==> config.mk <==
export PLATFORM = sky130hd
export DESIGN_NAME = wall_hit_monitor
export DESIGN_NICKNAME = d
export VERILOG_FILES = /design/src/rtl/wall_hit_monitor.sv
export SDC_FILE = /design/constraint.sdc
export NUM_CORES = 1
export LEC_CHECK = 0
export BUFFER_PORTS_ARGS = -buffer_cell sky130_fd_sc_hd__buf_2
export CAP_MARGIN = 10
export CORE_ASPECT_RATIO = 0.8
export CORE_MARGIN = 4
export CORE_UTILIZATION = 30
export DETAILED_ROUTE_END_ITERATION = 8
export PLACE_DENSITY_LB_ADDON = 0.1
export SKIP_LAST_GASP = 1
export SLEW_MARGIN = 20
export SYNTH_ARGS = -nofsm -noshare
export SYNTH_HDL_FRONTEND = slang
export SYNTH_SLANG_ARGS = --single-unit
==> constraint.sdc <==
create_clock -name clk -period 4.8 [get_ports clk]
set_input_delay 0.96 -clock clk [delete_from_list [all_inputs] [get_ports clk]]
set_output_delay 0.96 -clock clk [all_outputs]
set_load 0.05 [all_outputs]
==> src/rtl/wall_hit_monitor.sv <==
// Cube/wall collision monitor: accumulates per-wall overlap across a frame,
// debounces it over several frames and runs the IDLE/ARMED/CRASHED game state.
module wall_hit_monitor #(
  parameter int NWALLS       = 8,
  parameter int HIT_FRAMES   = 2,
  parameter int FLASH_FRAMES = 16,
  localparam int CW_W        = (NWALLS > 1) ? $clog2(NWALLS) : 1
) (
  input  logic              clk,
  input  logic              reset,
  input  logic              frame,
  input  logic              pixel_valid,
  input  logic [NWALLS-1:0] wall_px,
  input  logic              cube_px,
  input  logic              start,
  output logic              run,
  output logic              flash,
  output logic              crash,
  output logic [CW_W-1:0]   crash_wall,
  output logic [15:0]       survive
);

  typedef enum logic [1:0] {IDLE, ARMED, CRASHED} state_t;

  localparam logic [3:0] HIT4   = 4'(HIT_FRAMES);
  localparam logic [7:0] FLASH8 = 8'(FLASH_FRAMES - 1);

  state_t            r_state, w_state_nxt;
  logic [NWALLS-1:0] r_hit_acc;
  logic [3:0]        r_streak [NWALLS];
  logic [7:0]        r_fcnt;
  logic              r_run, r_flash, r_crash;
  logic [CW_W-1:0]   r_cw;
  logic [15:0]       r_survive;

  logic [NWALLS-1:0] w_sample;
  logic [3:0]        w_streak_nxt [NWALLS];
  logic              w_hit;
  logic [CW_W-1:0]   w_hit_idx;
  logic              w_start_run;

  // Streak update and lowest-index hit search; descending scan lets the
  // lowest wall index win when several walls reach the threshold together.
  always_comb begin
    w_sample  = pixel_valid ? (wall_px & {NWALLS{cube_px}}) : '0;
    w_hit     = 1'b0;
    w_hit_idx = '0;
    for (int w = NWALLS - 1; w >= 0; w--) begin
      if (r_hit_acc[w])
        w_streak_nxt[w] = (r_streak[w] >= HIT4) ? HIT4 : r_streak[w] + 4'd1;
      else
        w_streak_nxt[w] = 4'd0;
      if (w_streak_nxt[w] == HIT4) begin
        w_hit     = 1'b1;
        w_hit_idx = CW_W'(w);
      end
    end
  end

  always_comb begin
    w_state_nxt = r_state;
    w_start_run = 1'b0;
    case (r_state)
      IDLE: if (start) begin
        w_state_nxt = ARMED;
        w_start_run = 1'b1;
      end
      ARMED: if (frame && w_hit) w_state_nxt = CRASHED;
      CRASHED: if (start) begin
        w_state_nxt = ARMED;
        w_start_run = 1'b1;
      end
      default: w_state_nxt = IDLE;
    endcase
  end

  always_ff @(posedge clk) begin
    if (reset) begin
      r_state   <= IDLE;
      r_run     <= 1'b0;
      r_crash   <= 1'b0;
      r_flash   <= 1'b1;
      r_fcnt    <= '0;
      r_cw      <= '0;
      r_survive <= '0;
      r_hit_acc <= '0;
      for (int w = 0; w < NWALLS; w++) r_streak[w] <= '0;
    end else begin
      r_state <= w_state_nxt;
      r_run   <= (w_state_nxt == ARMED);
      r_crash <= (w_state_nxt == CRASHED);
      if (w_start_run) begin
        // A start (even coinciding with a frame pulse) begins a fresh run.
        r_hit_acc <= '0;
        r_survive <= '0;
        r_flash   <= 1'b1;
        r_fcnt    <= '0;
        r_cw      <= '0;
        for (int w = 0; w < NWALLS; w++) r_streak[w] <= '0;
      end else begin
        if (frame) begin
          r_hit_acc <= w_sample;
          for (int w = 0; w < NWALLS; w++) r_streak[w] <= w_streak_nxt[w];
        end else begin
          r_hit_acc <= r_hit_acc | w_sample;
        end
        case (r_state)
          ARMED: if (frame) begin
            if (w_hit) begin
              r_cw    <= w_hit_idx;
              r_fcnt  <= '0;
              r_flash <= 1'b0;
            end else if (r_survive != 16'hFFFF) begin
              r_survive <= r_survive + 16'd1;
            end
          end
          CRASHED: if (frame) begin
            if (r_fcnt == FLASH8) begin
              r_flash <= ~r_flash;
              r_fcnt  <= '0;
            end else begin
              r_fcnt <= r_fcnt + 8'd1;
            end
          end
          default: ;
        endcase
      end
    end
  end

  assign run        = r_run;
  assign flash      = r_flash;
  assign crash      = r_crash;
  assign crash_wall = r_cw;
  assign survive    = r_survive;

endmodule

== Yosys cells after proc, flatten, opt, wreduce, memory -nomap -nowiden ==
Memory sizes are Yosys's and may differ from the RTL's.
Index checks and enable logic that the tools add are counted.

* Reductions and logical operators: 9
* $mul: 0
* Equality and inequality tests: 18
* Divide/modulo/power cells: 0
* Magnitude comparators: 8
* Mux-type cells: 74
* $add $sub $neg: 10
* Bitwise logic cells: 20
* Shift operators: 0

{| class="wikitable"
|+ Operators by type and width
! cell !! count
|-
| two-way mux 4 bit || 32
|-
| two-way mux 8 bit || 6
|-
| adder 4 x 1 -> 4 bit (second input constant) || 8
|-
| equality test 4 x 2 -> 1 bit (second input constant) || 8
|-
| greater-or-equal comparator 4 x 2 -> 1 bit (second input constant) || 8
|-
| two-way mux 3 bit || 8
|-
| two-way mux 1 bit || 23
|-
| adder 16 x 1 -> 16 bit (second input constant) || 1
|-
| != test 16 bit (second input constant) || 1
|-
| OR 1 bit || 16
|-
| case mux 8 bit (2 select lines) || 1
|-
| adder 8 x 1 -> 8 bit (second input constant) || 1
|-
| bitwise AND 8 bit || 1
|-
| equality test 8 x 4 -> 1 bit (second input constant) || 1
|-
| != test 2 bit (second input constant) || 4
|-
| OR 8 bit || 1
|-
| AND reduction 4 bit || 2
|-
| AND reduction 5 bit || 1
|-
| equality test 2 x 1 -> 1 bit (second input constant) || 2
|-
| equality test 2 bit (second input constant) || 2
|-
| two-way mux 2 bit || 2
|-
| case mux 2 bit (2 select lines) || 1
|-
| OR reduction 2 bit || 2
|-
| AND reduction 3 bit || 1
|-
| other kinds (5) || 6
|}

* RAM bits: 32
* Memories: 1
* Word-level logic and storage cells: 148
* Flip-flop bits (word level): 40
* Input bits: 14
* Memory bits (read-only): 0
* Bits in latches: 0

{| class="wikitable"
|+ Memory list
! memory !! words !! width !! read ports !! clocked after Yosys merged registers in !! write ports !! RTL line !! RTL
|-
| r_streak || 8 || 4 || 8 || 0 || 8 || 30 || <nowiki>logic [3:0] r_streak [NWALLS];</nowiki>
|}

== Logic depth before layout (Yosys ltp) ==
Gate-level depths: netlist of the first run.

* Depth in word-level cells: 16
* Depth in mapped cells: 10
* Gate-level depth less buffers: 8

== Worst setup path after synthesis of the first run ==
Ideal clock, no wire load.

* Path type: input to register
* Start: in frame
* End: reg r_survive[13] (netlist: survive[13])
* Arrival time: 2.395 ns
* Setup slack: 2.289 ns
* Library setup time: 0.116 ns
* Stages: 7
* Path through: clkbuf_1 and2_0 o21ai_1 nor4_4 buf_6 a31oi_1 a41o_1

* Cells in the longest elaborated chain, start to end: 1

{| class="wikitable"
|+ Ends and longest elaborated chain
! element !! RTL line !! RTL
|-
| from (decl) || 11 || <nowiki>input logic frame,</nowiki>
|-
| AND reduction 4 bit (no source line) || -- ||
|-
| to (signal assigned) || 114 || <nowiki>r_survive <= r_survive + 16'd1;</nowiki>
|-
| to (decl) || 34 || <nowiki>logic [15:0] r_survive;</nowiki>
|}

Every way passes these cells.
A chain may end at the register's enable or synchronous reset.

==> out/qor.yml, run 1 <==
internal_power_uw: 1050
finalCriticalPeriod_ps: 3190
final_area_um2: 4130
p_sw_uw: 315
start_util_pct: 30.7
yosysSeqAreaShare_pct: 48.6
ys_warn_count: 0
synth-edff-count: 28
drc: 0
dpl-instance-area_um2: 3870
dp_hpwl_um: 5520
crit_fanout: 13
finalWorstSetupSlack_ps: 1610
core_area_um2: 11500
grt_antenna_before_repair: 0
rsz0062_at_grt: "false"
cts_buffer_depth: 2
cts_sinks: 72
power.leakage_uw: 0.00165
r2r-end: "survive[11]"
status: "finished, final reports clean"
routedWlPerCell_um: 14.1
syn_avg_cell_area_um2: 9.95
crit_type: "reg2reg"
post_cts_resized: 0
htreeDepth: 3
max_cap_viol_count: 0
via_per_inst: 4.89
whs_ps: 471
gr-usage-all-layers_pct: 11.8
routabilityCongestion: 0.756
worstSetupStartpointType: "flop"
post-route-period-util_pct: 66.4
ff2ff_path_depth: 8
power_density_nw_per_um2: 330
worst_slew_pin_slew_ps: 879
critical_path_required_ps: 5030
final_common_cell: "dfxtp_1"
r2r-start: "r_streak[0][12]"
cts_tree: "yes"
holdPathStages: 2
clk_pin_slew_ps: 60
finalHoldViolCount: 0
final_cell_mix: "dfxtp_1, buf_2, edfxtp_1, inv_1, nand2_1"
syn_area_um2: 3540
hp-class: "reg2reg"
seq_power_share_pct: 48.9
postSynthCellCount: 356
cts_hold_buf: 0
antennaDiodeCount: 0
die_y_um: 105
min-delay-start: "r_streak[0][2]"
endpoint_kind: "flop"
reg2reg_slack_ps: 1610
grt_pass1_vias: 2391
root_buffer: "clkbuf_16"
maxSlewHeadroom_pct: 41.2
wl_um: 7740
io_pins: 36
switching_share_pct: 23.1
setup_violations: 0
area_growth_pct: 16.6
antenna_left: 0
drtIter0Drc: 156
drv_slew: 0
fmax_ghz: 0.314
portBuffers: 35
synth_top_flop_cell: "dfxtp_1"
tns_ps: 0
cts_setup_buffers: 0
num_rows: 35
synthArstFlopShare_pct: 0
die_area_um2: 13600
drive_gt1_share_pct: 17.3
clkLatencyLatePin_ps: 330
dp_slack_ps: 1410
holdPathEnd: "r_streak[0][2]"
synthDistinctLibCells: 52
fin_worst_skew_ps: 10.4
cp.arrival_ps: 3410
grt_max_degree: 27
num_vias: 2681
finalNetCount: 427
p_clk_share_pct: 44.2
cts_buffers: 9
vdd_drop_max_mv: 0.162
grt_pass1_wl_um: 12500
comb_power_share_pct: 6.9
drt_pass1_iterations: 4
die_w_um: 129
overflow: 0
ys_ff_latch: 72
[flip-flops by register name, indices dropped and copies added, names as in the netlist]
signal,cells
survive,16
r_hit_acc,8
r_streak,32
run,1
crash_wall,3
r_fcnt,8
r_state,2
crash,1
flash,1
[worst max path at each step]
| stage | from | endpoint |
|---|---|---|
| after CTS | r_streak[1][8] | survive[7] |
| final | r_streak[0][12] | survive[11] |
| after global placement | start | r_streak[0][10] |
| after global routing | r_streak[1][8] | survive[7] |
| after floorplan | frame | survive[13] |
| after detailed placement | start | r_streak[0][10] |
[worst max-delay path: stages, from the launching register on]
cell	delay (ps)
edfxtp_1	410
inv_1	60
ha_1	200
or4_4	490
o21ai_1	310
nand4_2	420
nor4_4	790
a31oi_1	170
a41o_1	220
[cell families after synthesis]
| group | synth area share, % |
|---|---|
| other cells | 0.106 |
| flops | 48.6 |
| fa+ha+maj | 6.36 |
| buf+inv | 4.49 |
| mux | 0.883 |
| compound gates | 13.5 |
| xor+xnor | 1.73 |
| simple gates | 24.3 |
[cell type report]
| cell class | count | area [um2] |
|---|---|---|
| Clock buffer | 15 | 258 |
| Clock inverter | 1 | 5.00 |
| Fill cell | 1179 | 7390 |
| Inverter | 25 | 93.8 |
| Multi-Input combinational cell | 251 | 1680 |
| Sequential cell | 72 | 1720 |
| Tap cell | 148 | 185 |
| Timing Repair Buffer | 36 | 183 |
[cells in the mapped netlist, drive strengths merged (2+ instances only)]
library cell | n | share of area, %
nand4 | 11 | 2.7
nor3b | 7 | 1.5
or2 | 2 | 0.35
nand2 | 25 | 2.7
and2 | 5 | 0.88
edfxtp | 28 | 24
a31oi | 12 | 2.1
a22o | 8 | 2.0
and3 | 4 | 0.71
dfxtp | 44 | 25
or4 | 8 | 2.1
nor3 | 23 | 3.5
inv | 25 | 2.7
mux2i | 2 | 0.57
xnor2 | 7 | 1.7
a41o | 5 | 1.4
buf | 3 | 0.67
and4 | 4 | 0.99
clkbuf | 11 | 1.2
nor2 | 24 | 2.5
a31o | 2 | 0.49
o21ai | 16 | 3.0
ha | 18 | 6.4
nor4 | 13 | 3.1
nor2b | 3 | 0.53
a21oi | 20 | 2.8
nand3 | 12 | 1.7
nand2b | 2 | 0.35
[power by group through the flow]
stage | Sequential, uW | Clock (uW) | Combinational [uW]
2_1_floorplan | 683 | 0 | 64.6
3_3_place_gp | 680 | 0 | 94.9
3_5_place_dp | 680 | 0 | 95.0
4_1_cts | 668 | 627 | 95.7
5_1_grt | 670 | 648 | 106
6_report | 668 | 603 | 93.8
[metrics by stage]
step / cells / util [%] / power [uW]
detailed placement: 532 / 33.6 / 775
CTS: 548 / 35.9 / 1390
floorplan: 362 / - / 747
finish: 548 / 35.9 / 1360
global route: 548 / 35.9 / 1420
global placement: 532 / 33.6 / 775
[metal layers]
metal,vias to the layer above,wire length [um],global-route usage [%]
li1,1390,-,-
met1,1251,3990,16.8
met2,33,3420,16.4
met3,7,244,3.93
met4,0,86,4.15
met5,-,0,0
Power figures use the tool's default switching activity.
==> run 2, diff against run 1 <==
- clock period: 4.8 -> 3.1 ns (I/O delays scaled with it)
==> out/qor.yml, run 2 (synthesis gave the netlist of run 1 again) <==
crit_type: "reg2reg"
via_per_inst: 4.86  # -0.70%
power_density_nw_per_um2: 507  # +54%
ff_latch_area_um2: 1720  # unchanged
wl_um: 7880  # +1.7%
maxSlewHeadroom_pct: 58.2  # +17 points
startpoint: "r_streak[1][12]"
critical_path_required_ps: 3330  # -1700 ps
final_cells: 556  # +1.5%
routabilityCongestion: 0.752  # -0.58%
cp.arrival_ps: 2980  # -430 ps
hp-class: "reg2reg"
post-route-period-util_pct: 88.7  # +22 points
r2r-end: "survive[7]"
post_cts_resized: 0  # unchanged
start_util_pct: 30.7  # unchanged
drv_slew: 0  # unchanged
antennaDiodeCount: 0  # unchanged
overflow: 0  # unchanged
endpoint: "survive[7]"
final_common_cell: "dfxtp_1"
tns_ps: 0  # unchanged
worst_slew_pin_slew_ps: 621  # -258 ps
root_buffer: "clkbuf_16"
htreeDepth: 3  # unchanged
grt_pass1_vias: 2591  # +8.4%
drtIter0Drc: 159  # +1.9%
num_rows: 35  # unchanged
r2r-start: "r_streak[1][12]"
finalHoldViolCount: 0  # unchanged
gr-usage-all-layers_pct: 12.4  # +0.65 points
regMostFlops: "r_streak"
die_y_um: 105  # unchanged
fin_worst_skew_ps: 5.83  # -4.57 ps
num_vias: 2701  # +0.75%
worstSetupStartpointType: "flop"
area_growth_pct: 18.3
clkLatencyLatePin_ps: 330  # about the same
finalNetCount: 435  # +1.9%
antenna_left: 0  # unchanged
cts_hold_buf: 0  # unchanged
io_pins: 36  # unchanged
fillers: 1179  # unchanged
cts_buffers: 9  # unchanged
grt_pass1_wl_um: 13200  # +5.5%
endpoint_kind: "flop"
drc: 0  # unchanged
largest_register_ffs: 32  # unchanged
die_area_um2: 13600  # unchanged
setup_violations: 0  # unchanged
finalCriticalPeriod_ps: 2750  # -436 ps
status: "finished, final reports clean"
final_cell_mix: "dfxtp_1, buf_2, edfxtp_1, inv_1, nand2_1"
die_w_um: 129  # unchanged
dp_hpwl_um: 5600  # +1.4%
grt_antenna_before_repair: 0  # unchanged
cts_buffer_depth: 2  # unchanged
clk_pin_slew_ps: 60  # about the same
max_cap_viol_count: 0  # unchanged
place_inst: 540  # +1.5%
cts_sinks: 72  # unchanged
core_area_um2: 11500  # unchanged
reg2reg_slack_ps: 350  # -1260 ps
grt_max_degree: 26  # -3.7%
rsz0062_at_grt: "false"
vdd_drop_max_mv: 0.220  # +36%
crit_fanout: 13  # unchanged
ff2ff_path_depth: 9  # +1
cts_tree: "yes"
fmax_ghz: 0.364  # +16%
drt_pass1_iterations: 4  # unchanged
cts_setup_buffers: 0  # unchanged
routedWlPerCell_um: 14.2  # +0.27%
power.leakage_uw: 0.00169  # +2.4%
drive_gt1_share_pct: 18.9  # +1.6 points
portBuffers: 35  # unchanged
multi_input_area_um2: 1680  # unchanged
min-delay-start: "r_streak[0][3]"
## run 2: cell count changes in the layout (fill, tap and decap cells not counted)
cell	previous run	this run
buf_4	1	9
## run 2: stage by stage
step	total power, uW	util, %	area, um2	hold WS [ps]	setup slack (ps)
5_1_grt	2230	36.4	4190	496	134
2_1_floorplan	1160	-	3560	432	602
3_5_place_dp	1210	34.1	3930	457	341
4_1_cts	2160	36.4	4190	470	321
3_3_place_gp	1210	34.1	3930	455	382
6_report	2130	36.4	4190	467	350
## run 2: layout make-up
class / count / share of cell area [%]
clock buffer: 15 / 6.15
clock inverter: 1 / 0.119
inverter: 25 / 2.24
multi-input combinational: 251 / 40.2
sequential: 72 / 41.1
tap: 148 / 4.42
timing repair buffer: 44 / 5.79
## run 2: per-layer routing
layer / GRT usage (%) / vias up / part of all wire, %
li1: - / 1409 / -
met1: 17.4 / 1250 / 51
met2: 17.8 / 35 / 45
met3: 4.45 / 7 / 3.3
met4: 3.78 / 0 / 0.84
met5: 0 / - / 0
## run 2: worst min path at each step
stage | endpoint | cells after the start
6_report | r_streak[0][3] | 1
5_1_grt | r_hit_acc[1] | 2
4_1_cts | r_streak[0][3] | 1
3_5_place_dp | r_streak[0][3] | 1
3_3_place_gp | r_streak[0][3] | 1
2_1_floorplan | r_streak[0][3] | 1
## run 2: critical path: stages, from the launching register on
cell	delay, ps
edfxtp_1	390
inv_1	60
ha_1	200
or4_1	530
o21ai_1	320
nand4_2	270
nor4_4	330
buf_4	230
a31oi_1	100
a41o_1	210
## run 2: where the power goes
part | internal (uW) | switching (uW) | leakage, uW
sequential | 1010 | 22.6 | 0.000670
combinational | 54.5 | 97.2 | 0.000892
clock | 564 | 376 | 0.000128
==> run 3, diff against run 2 <==
- BUFFER_PORTS_ARGS: -buffer_cell sky130_fd_sc_hd__buf_2 -> not set
- DONT_BUFFER_PORTS: not set -> 1
- SLEW_MARGIN: 20 -> 25
==> out/qor.yml, run 3 (synthesis gave the netlist of run 1 again) <==
power.total_uw: 2260  # +6.2%
dp_slack_ps: 339  # -1.44 ps
path_cells: "ha_1 -> or4_1 -> o21ai_2 -> nand4_2 -> buf_4 -> nor3_2 -> a31oi_1 -> a41o_1"
worstSetupStartpointType: "flop"
whs_ps: 349  # -118 ps
final_cell_mix: "dfxtp_1, edfxtp_1, inv_1, nand2_1, nor2_1"
cts_hold_buf: 0  # unchanged
worst-path-buf-inv: 1  # -1
cts_buffer_depth: 2  # unchanged
startpoint: "r_streak[0][9]"
grt_antenna_before_repair: 0  # unchanged
crit_fanout: 6  # -7
reg2reg_slack_ps: 350  # about the same
critPathTopFamily: "simple AND/OR/NAND/NOR gates"
crit_type: "reg2reg"
drive_gt1_share_pct: 15.0  # -3.8 points
place_inst: 518  # -4.1%
rsz0062_at_grt: "false"
area_growth_pct: 17.6
root_buffer: "clkbuf_16"
portBuffers: 0  # -100%
fmax_ghz: 0.363  # about the same
die_area_um2: 13600  # unchanged
cpPeakStageDelay_ps: 540  # about the same
core_area_um2: 11500  # unchanged
endpoint: "survive[8]"
die_y_um: 105  # unchanged
cp.depth: 8  # -1
r2r-end: "survive[8]"
htreeDepth: 3  # unchanged
r2r-start: "r_streak[0][9]"
status: "finished, final reports clean"
num_rows: 35  # unchanged
routabilityCongestion: 0.760  # +1.1%
cts_sinks: 72  # unchanged
setup_violations: 0  # unchanged
drt_pass1_iterations: 4  # unchanged
cts_tree: "yes"
drc: 0  # unchanged
cp.arrival_ps: 2980  # about the same
grt_pass1_vias: 2603  # +0.46%
antennaDiodeCount: 0  # unchanged
critical_path_required_ps: 3330  # about the same
fin_worst_skew_ps: 7.36  # +1.53 ps
io_pins: 36  # unchanged
final_cells: 534  # -4.0%
dp_hpwl_um: 5800  # +3.7%
fillers: 1177  # -0.17%
ff_latch_area_um2: 1720  # unchanged
start_util_pct: 30.7  # unchanged
regMostFlops: "r_streak"
largest_register_ffs: 32  # unchanged
num_vias: 2617  # -3.1%
antenna_left: 0  # unchanged
grt_pass1_wl_um: 13300  # +0.63%
finalCriticalPeriod_ps: 2750  # +1.59 ps
endpoint_kind: "flop"
overflow: 0  # unchanged
hp-class: "in2reg"
clk_pin_slew_ps: 60  # about the same
power_density_nw_per_um2: 542  # +6.8%
finalNetCount: 413  # -5.1%
drtIter0Drc: 126  # -21%
gr-usage-all-layers_pct: 12.4  # -0.015 points
finalHoldViolCount: 0  # unchanged
drv_slew: 0  # unchanged
vdd_drop_max_mv: 0.213  # -3.1%
via_per_inst: 4.90  # +0.88%
worst_slew_pin_slew_ps: 823  # +202 ps
holdPathStages: 1  # unchanged
multi_input_area_um2: 1680  # unchanged
grt_max_degree: 26  # unchanged
maxSlewHeadroom_pct: 44.9  # -13 points
max_cap_viol_count: 0  # unchanged
post-route-period-util_pct: 88.7  # about the same
cts_buffers: 9  # unchanged
finalWorstSetupSlack_ps: 349  # -1.59 ps
slowest_stage: "or4_1"
clkLatencyLatePin_ps: 330  # about the same
wl_um: 7960  # +1.0%
routedWlPerCell_um: 14.9  # +5.2%
final_common_cell: "dfxtp_1"
ff2ff_path_depth: 8  # -1
post_cts_resized: 0  # unchanged
power.leakage_uw: 0.00162  # -4.3%
cts_setup_buffers: 0  # unchanged
tns_ps: 0  # unchanged
die_w_um: 129  # unchanged
## run 3: cell count changes in the layout (fill, tap and decap cells not counted), sizes merged
cell / before / now
clkbuf: 15 / 14
bufinv: 0 / 1
buf: 44 / 22
## run 3: final cells by class
| type | instances | area share (%) |
|---|---|---|
| Clock buffer | 14 | 6.70 |
| Sequential cell | 72 | 41.4 |
| Multi-Input combinational cell | 251 | 40.4 |
| Inverter | 25 | 2.25 |
| Clock inverter | 2 | 0.842 |
| Timing Repair Buffer | 22 | 3.97 |
| Tap cell | 148 | 4.45 |
## run 3: worst min-delay path by stage
stage | from | end
finish | reset | crash
detailed placement | r_fcnt[6] | r_fcnt[6]
CTS | reset | crash
global route | reset | r_state[1]
floorplan | r_streak[0][3] | r_streak[0][3]
global placement | r_streak[0][2] | r_streak[0][2]
## run 3: power by group
| part | leakage (uW) | switching [uW] | internal [uW] |
|---|---|---|---|
| Clock | 0.000155 | 381 | 702 |
| Combinational | 0.000792 | 84.1 | 46.3 |
| Sequential | 0.000670 | 30.7 | 1010 |
| Total | 0.00162 | 496 | 1760 |
## run 3: per-stage QoR
step	util [%]	instance area [um2]
6_report	36.1	4160
5_1_grt	36.1	4160
4_1_cts	36.1	4160
3_5_place_dp	33.4	3850
3_3_place_gp	33.4	3850
2_1_floorplan	-	3560
## run 3: per-layer routing
layer  vias to the layer above  share of wire, %  global-route usage [%]
li1                       1366                 -                       -
met1                      1208                48                    16.4
met2                        29                45                    18.4
met3                        14               4.8                    4.60
met4                         0               2.1                    4.67
met5                         -                 0                       0
